File: config.mk
export PLATFORM = sky130hd
export DESIGN_NAME = keypad_encoder
export DESIGN_NICKNAME = d
export VERILOG_FILES = /design/src/rtl/keypad_pkg.sv /design/src/rtl/keypad_encoder_onehot_encoder.sv /design/src/rtl/keypad_encoder.sv
export SDC_FILE = /design/constraint.sdc
export NUM_CORES = 1
export LEC_CHECK = 0
export ABC_AREA = 1
export ABC_CLOCK_PERIOD_IN_PS = 2200
export CAP_MARGIN = 15
export CORE_MARGIN = 2
export CORE_UTILIZATION = 30
export CTS_CLUSTER_SIZE = 20
export DETAILED_ROUTE_END_ITERATION = 10
export PLACE_DENSITY = 0.48
export SLEW_MARGIN = 20
export SYNTH_ARGS = -nofsm -noshare
export SYNTH_HDL_FRONTEND = slang
export SYNTH_SLANG_ARGS = --single-unit
File: constraint.sdc
create_clock -name clk -period 2.2 [get_ports clk]
set_input_delay 0.44 -clock clk [delete_from_list [all_inputs] [get_ports clk]]
set_output_delay 0.44 -clock clk [all_outputs]
set_load 0.05 [all_outputs]
File: src/rtl/keypad_pkg.sv
// Shared types and helpers for the debounced keypad encoder.
package keypad_pkg;

  typedef enum logic [1:0] {
    IDLE = 2'd0,
    DEB  = 2'd1,
    HELD = 2'd2,
    REL  = 2'd3
  } state_e;

  localparam int MODE_PRIORITY = 0;
  localparam int MODE_STRICT   = 1;

  function automatic int clog2(input int value);
    int res;
    res = 0;
    while ((1 << res) < value) res = res + 1;
    return res;
  endfunction

endpackage

File: src/rtl/keypad_encoder_onehot_encoder.sv
// Combinational vector-to-index encoder; STRICT mode flags multi-hot inputs.
module onehot_encoder
  import keypad_pkg::*;
#(
  parameter int N_KEYS = 10,
  parameter int CODE_W = 4,
  parameter int MODE   = MODE_PRIORITY
) (
  input  logic [N_KEYS-1:0] vec,
  output logic [CODE_W-1:0] code,
  output logic              err
);

  int n_set;

  always_comb begin
    code  = '0;
    err   = 1'b0;
    n_set = 0;
    // Ascending scan: the last set bit seen is the highest index.
    for (int i = 0; i < N_KEYS; i++) begin
      if (vec[i]) begin
        code  = CODE_W'(i);
        n_set = n_set + 1;
      end
    end
    if (MODE == MODE_STRICT && n_set > 1) begin
      code = '1;
      err  = 1'b1;
    end
  end

endmodule

File: src/rtl/keypad_encoder.sv
// Synchronises, debounces and encodes a raw key vector into a code plus press/release strobes.
//   state | meaning
//   IDLE  | no key candidate, waiting for a non-zero vector
//   DEB   | candidate captured, counting stable cycles toward a press
//   HELD  | press accepted, key_valid high
//   REL   | vector left the candidate, counting stable cycles toward a release
module keypad_encoder
  import keypad_pkg::*;
#(
  parameter int N_KEYS          = 10,
  parameter int CODE_W          = 4,
  parameter int DEBOUNCE_CYCLES = 4,
  parameter int MODE            = MODE_PRIORITY
) (
  input  logic              clk,
  input  logic              rst_n,
  input  logic [N_KEYS-1:0] keys,
  output logic [CODE_W-1:0] key_code,
  output logic              key_valid,
  output logic              key_press,
  output logic              key_release,
  output logic              key_err
);

  localparam int CNT_W = clog2(DEBOUNCE_CYCLES + 1);
  localparam logic [CNT_W-1:0] CNT_LAST = CNT_W'(DEBOUNCE_CYCLES - 1);

  if (N_KEYS < 2 || DEBOUNCE_CYCLES < 1 || CODE_W < clog2(N_KEYS + 1) ||
      (MODE != MODE_PRIORITY && MODE != MODE_STRICT)) begin : g_bad_params
    $error("keypad_encoder: illegal parameter combination");
  end

  logic [N_KEYS-1:0] sync1_q, sync1_d;
  logic [N_KEYS-1:0] sync2_q, sync2_d;
  logic [N_KEYS-1:0] cand_q, cand_d;
  logic [CNT_W-1:0]  cnt_q, cnt_d;
  state_e            state_q, state_d;
  logic [CODE_W-1:0] code_q, code_d;
  logic              err_q, err_d;
  logic              press_q, press_d;
  logic              release_q, release_d;
  logic              valid_q, valid_d;

  logic [CODE_W-1:0] enc_code;
  logic              enc_err;

  onehot_encoder #(
    .N_KEYS (N_KEYS),
    .CODE_W (CODE_W),
    .MODE   (MODE)
  ) u_enc (
    .vec  (cand_q),
    .code (enc_code),
    .err  (enc_err)
  );

  always_comb begin
    sync1_d   = keys;
    sync2_d   = sync1_q;
    state_d   = state_q;
    cand_d    = cand_q;
    cnt_d     = cnt_q;
    code_d    = code_q;
    err_d     = err_q;
    press_d   = 1'b0;
    release_d = 1'b0;

    unique case (state_q)
      IDLE: begin
        if (sync2_q != '0) begin
          cand_d  = sync2_q;
          cnt_d   = '0;
          state_d = DEB;
        end
      end
      DEB: begin
        if (sync2_q == '0) begin
          state_d = IDLE;
        end else if (sync2_q != cand_q) begin
          cand_d = sync2_q;
          cnt_d  = '0;
        end else if (cnt_q == CNT_LAST) begin
          state_d = HELD;
          code_d  = enc_code;
          err_d   = enc_err;
          press_d = 1'b1;
        end else begin
          cnt_d = cnt_q + 1'b1;
        end
      end
      HELD: begin
        // Any departure from the candidate, including a different non-zero vector, starts a release.
        if (sync2_q != cand_q) begin
          cnt_d   = '0;
          state_d = REL;
        end
      end
      REL: begin
        if (sync2_q == cand_q) begin
          state_d = HELD;
        end else if (cnt_q == CNT_LAST) begin
          state_d   = IDLE;
          release_d = 1'b1;
        end else begin
          cnt_d = cnt_q + 1'b1;
        end
      end
      default: state_d = IDLE;
    endcase

    valid_d = (state_d == HELD) || (state_d == REL);
  end

  always_ff @(posedge clk or negedge rst_n) begin
    if (!rst_n) begin
      sync1_q   <= '0;
      sync2_q   <= '0;
      state_q   <= IDLE;
      cand_q    <= '0;
      cnt_q     <= '0;
      code_q    <= '0;
      err_q     <= 1'b0;
      press_q   <= 1'b0;
      release_q <= 1'b0;
      valid_q   <= 1'b0;
    end else begin
      sync1_q   <= sync1_d;
      sync2_q   <= sync2_d;
      state_q   <= state_d;
      cand_q    <= cand_d;
      cnt_q     <= cnt_d;
      code_q    <= code_d;
      err_q     <= err_d;
      press_q   <= press_d;
      release_q <= release_d;
      valid_q   <= valid_d;
    end
  end

  assign key_code    = code_q;
  assign key_err     = err_q;
  assign key_press   = press_q;
  assign key_release = release_q;
  assign key_valid   = valid_q;

endmodule
# [Word level (Yosys, flattened, before mapping)]
# Cells that the tools add are included.
[classes] addsub=1 multipliers=0 n_div=0 magnitude_cmp=0 n_eq_ne=13 n_shift=0 n_mux=34 n_bitwise=2 n_reduce_logical=8
[ops] cell="$mux W10" count=3
[ops] cell="$mux W3" count=10
[ops] cell="$pmux W10 S2" count=1
[ops] cell="$mux W2" count=9
[ops] cell="$pmux W3 S4" count=1
[ops] cell="$reduce_and A4 Y1" count=3
[ops] cell="$eq A10 B10 Y1" count=1
[ops] cell="$logic_not A10 Y1" count=1
[ops] cell="$ne A10 B10 Y1" count=1
[ops] cell="$ne A2 B2 Y1 const B" count=5
[ops] cell="$reduce_bool A10 Y1" count=1
[ops] cell="$eq A2 B2 Y1 const B" count=4
[ops] cell="$mux W4" count=2
[ops] cell="$pmux W2 S4" count=1
[ops] cell="$mux W1" count=7
[ops] cell="$add A3 B1 Y3 const B" count=1
[ops] cell="$eq A3 B2 Y1 const B" count=1
[ops] cell="$eq A2 B1 Y1 const B" count=1
[ops] cell="$logic_not A2 Y1" count=1
[ops] cell="$not A1 Y1" count=2
[ops] cell="$reduce_bool A2 Y1" count=1
[ops] cell="$logic_or A1 B1 Y1" count=1
[totals] ff_bits=42 latchBits=0 ramBits=0 mem_bits_ro=0 word_cells=67 n_memories=0

# [Logic depth before layout (Yosys ltp)]
[depth] depth_word=9 ltp_mapped=11 depth_no_buf=11

# [Cells and area by module]
# Synthesis repeated with hierarchy kept, for this count alone.
[hier_totals] hier_cells=247 area_unflattened_um2=1981.9
[by_module_without_submodules] mod="keypad_encoder" instances=1 cells_per_inst=224 area_each_um2=1885.6
[by_module_without_submodules] mod="onehot_encoder" instances=1 cells_per_inst=23 area_each_um2=96.3

# [Worst setup path before layout]
# OpenSTA, ideal clock, no wires.
[synth_timing] path_type="flip-flop to flip-flop" startpoint="register cnt_q[0]" endpoint="register cnt_q[1]" setup_time_ns=0.117 t_arrival_ns=1.267 slack_ns=0.816 path_stages_with_launch=10 path_buffers=0 period_less_slack_ns=1.384 path_cell_list="dfrtp_1 ha_1 nand2_1 or2_2 o21ai_0 inv_1 nand4_1 nand2_1 nand2_1 nand2_1"
[synth_between] elab_chain_cells=5 elab_cells_between_ends=7 classes_between="add/sub (1); eq/ne (1); mux (5)"
[synth_lines] element="from (decl)" line="keypad_encoder.sv:36" text="logic [CNT_W-1:0] cnt_q, cnt_d;"
[synth_lines] element="from (signal assigned)" line="keypad_encoder.sv:131" text="cnt_q <= cnt_d;"
[synth_lines] element="$add A3 B1 Y3 or $eq A3 B2 Y1 (tied branches)"
[synth_lines] element="$mux W3 (*)" line="keypad_encoder.sv:82, keypad_encoder.sv:101"
[synth_lines] element="$mux W3" line="keypad_encoder.sv:79" text="end else if (sync2_q != cand_q) begin"
[synth_lines] element="$mux W3" line="keypad_encoder.sv:77" text="if (sync2_q == '0) begin"
[synth_lines] element="$pmux W3 S4 (*)" line="keypad_encoder.sv:68" text="unique case (state_q)"
# Mark *: on every way between the ends. The rest lies on a longest branch, timed or not. The select of a mux whose other input is x is not followed.
# A chain may end at the register's enable or synchronous reset.

# [Worst setup path in the final report]
[layout_timing] startpoint="register code_q[2] (netlist: key_code[2])" endpoint="output port key_code[2]"
[layout_rtl] element="from (decl)" line="keypad_encoder.sv:38" text="logic [CODE_W-1:0] code_q, code_d;"
[layout_rtl] element="from (signal assigned)" line="keypad_encoder.sv:132" text="code_q <= code_d;"
[layout_rtl] element="to (decl)" line="keypad_encoder.sv:18" text="output logic [CODE_W-1:0] key_code,"
# No word-level cell between the ends.

==> flow_summary.yaml <==
sta:
  fin_skew_ps: 8.96
  fmax_mhz: 529
  rsz0062_at_grt: "no"
  setup_tns_ps: 0
  period_needed_ps: 1890
  tightest_slew_ps: 502
  hold_violations: 0
  fin_hold_ws_ps: 100
  min_period_over_period_pct: 85.9
  relSlewSlack_pct: 66.4
  drv_slew: 0
  finalSetupViolCount: 0
finish:
  nets: 249
  diodes: 0
  final_cell_area_um2: 2180
  area_delta_synth_final_pct: 19.0
  layout_common_cells: "76 x nand2_1, 42 x dfrtp_1, 26 x inv_1"
  drive_gt1_share_pct: 8.86
  final_common_cell: "nand2_1"
  fillers: 596
die:
  die-width_um: 82.2
  core-area_um2: 5920
  ios: 20
  die_area_um2: 6760
  die_y_um: 82.2
  start_util_pct: 31.0
  fp-row-count: 28
route:
  remaining_drc_errors: 0
  routed_via_density: 4.28
  wl_per_cell_um: 10.9
  drt-pass1-iter-count: 4
  vias: 1336
  drtIter0Drc: 60
  antenna_left: 0
  routed_wl_um: 3390
logic_synthesis:
  synth.largest_area_cell: "dfrtp_1"
  ys_warn_count: 0
  synth_area_leaders: "dfrtp_1 57%, nand2_1 16%, inv_1 5.3%, nand3_1 4.4%, nor2_1 3.1%"
  ys_ff_latch: 42
  synth_area_um2: 1840
  synth_top_area_share_pct: 57.3
  syn_inst: 213
  syn_nets: 226
  synth_seq_area_share_pct: 57.3
  avgSynthCellArea_um2: 8.62
  synth_cell_types: 23
clocking:
  clkSinkCount: 42
  post_cts_buffers: 0
  cts_made_buffers: 5
  clockBufferDepth: 2
  cts_resized: 0
  cts_tree: "done"
  clock_latency_ps: 300
  htreeDepth: 2
  hold_buffers: 0
  cts-root-buf: "clkbuf_8"
  path_clk_slew_ps: 80
worst_setup_path:
  crit_chain: "clkdlybuf4s50_1"
  slowest_delay_ps: 800
  critPathTopFamily: "buffers and inverters"
  path_buf_inv: 1
  cp.required_ps: 1760
  cp.depth: 1
  crit_type: "reg2out"
  critical_path_arrival_ps: 1450
  worstRegToRegCells: 9
  cp_max_fo: 2
  end_kind: "primary output"
  cpMaxStageDelayCell: "clkdlybuf4s50_1"
  reg2reg_slack_ps: 420
  critPathLaunchType: "flip-flop"
place:
  place.gp.congestion: 0.848
  dp_hpwl_um: 2370
  port_buffers: 18
  dpl_cell_area_um2: 2090
grt:
  grt_pass1_wl_um: 5850
  antenna_found_initial: 0
  grt_max_degree: 43
  track_usage_pct: 11.6
  grt_overflow: 0
  grt_pass1_vias: 1282
power:
  p_leak_nw: 1.11
  ir_worst_vdd_uv: 229
  powerDensity_nw_per_um2: 651
run_status:
  outcome: "finished clean"
flow_run:
  maxCapViolCount: 0
min_path:
  hold_path_class: "in2async"
## layout make-up
cell class | count | area [um2] | area share [%]
multi-input cells | 141 | 653 | 29.9
inverters | 27 | 101 | 4.64
clock buffers | 5 | 68.8 | 3.15
repair buffers | 19 | 195 | 8.93
well taps | 75 | 93.8 | 4.30
clock inverters | 3 | 21.3 | 0.974
flip-flops and latches | 42 | 1050 | 48.1
## cell usage after synthesis
cell type  count
nand3_1       16
nor2_4         1
inv_1         26
nand3_2        1
inv_2          1
a21oi_2        1
nor2_1        15
buf_6          2
nand4_1        4
buf_4          1
nor2_2         1
o21ai_1        3
nand2_2        4
dfrtp_1       42
ha_1           1
nand2_1       76
o21ai_0        3
conb_1         1
xnor2_1        5
a21oi_1        4
or2_2          2
o31ai_1        2
o211ai_1       1
## state kept, by name, summed over array words and instances, names as in the netlist
register and count:
key_code 4, key_press 1, sync2_q 10, key_valid 1, cnt_q 3, key_release 1, state_q 2, sync1_q 10
cand_q 10
## metal layers
layer	GRT usage, %	wire length, um	share of wire, %	vias to the layer above
li1	-	-	-	699
met1	15.0	1650	49	595
met2	18.0	1500	44	36
met3	3.59	171	5.0	6
met4	5.00	71	2.1	0
met5	0	0	0	-
## final timing paths
check	from	to
min in group clk	sync1_q[8]$_DFF_PN0_	sync2_q[8]$_DFF_PN0_
min	rst_n	sync1_q[2]$_DFF_PN0_
max reg2reg	cand_q[4]$_DFFE_PN0P_	cand_q[2]$_DFFE_PN0P_
min reg2reg	sync1_q[8]$_DFF_PN0_	sync2_q[8]$_DFF_PN0_
max in group asynchronous	rst_n	key_valid$_DFF_PN0_
max	key_code[2]$_DFFE_PN0P_	key_code[2]
## logic make-up (layout without fill, tap and decap cells)
group | Yosys count | count (layout) | synth area share, %
AND/OR/NAND/NOR | 120 | 120 | 27.9
flip-flops | 42 | 42 | 57.3
buffers and inverters | 30 | 54 | 7.16
AO/OA/AOI/OAI | 14 | 14 | 4.43
XOR/XNOR | 5 | 5 | 2.39
adder cells (fa/ha/maj) | 1 | 1 | 0.682
other | 1 | 1 | 0.204
## power breakdown
group,leakage (nW),internal [mW],total [mW],switching (mW)
Combinational,0.550,0.0452,0.103,0.0582
Clock,0.0441,0.223,0.495,0.273
Sequential,0.512,0.800,0.823,0.0227
Total,1.11,1.07,1.42,0.354
## stage by stage
step                utilization (%)  std cells  power, mW  worst slack (ps)
finish                         36.9        312       1.42               311
CTS                            36.9        312       1.44               298
global route                   36.9        312       1.49               233
floorplan                         -        213      0.891               816
global placement               35.4        304      0.944               478
detailed placement             35.4        304      0.944               450
No activity file was read; power rests on OpenSTA's default activity.
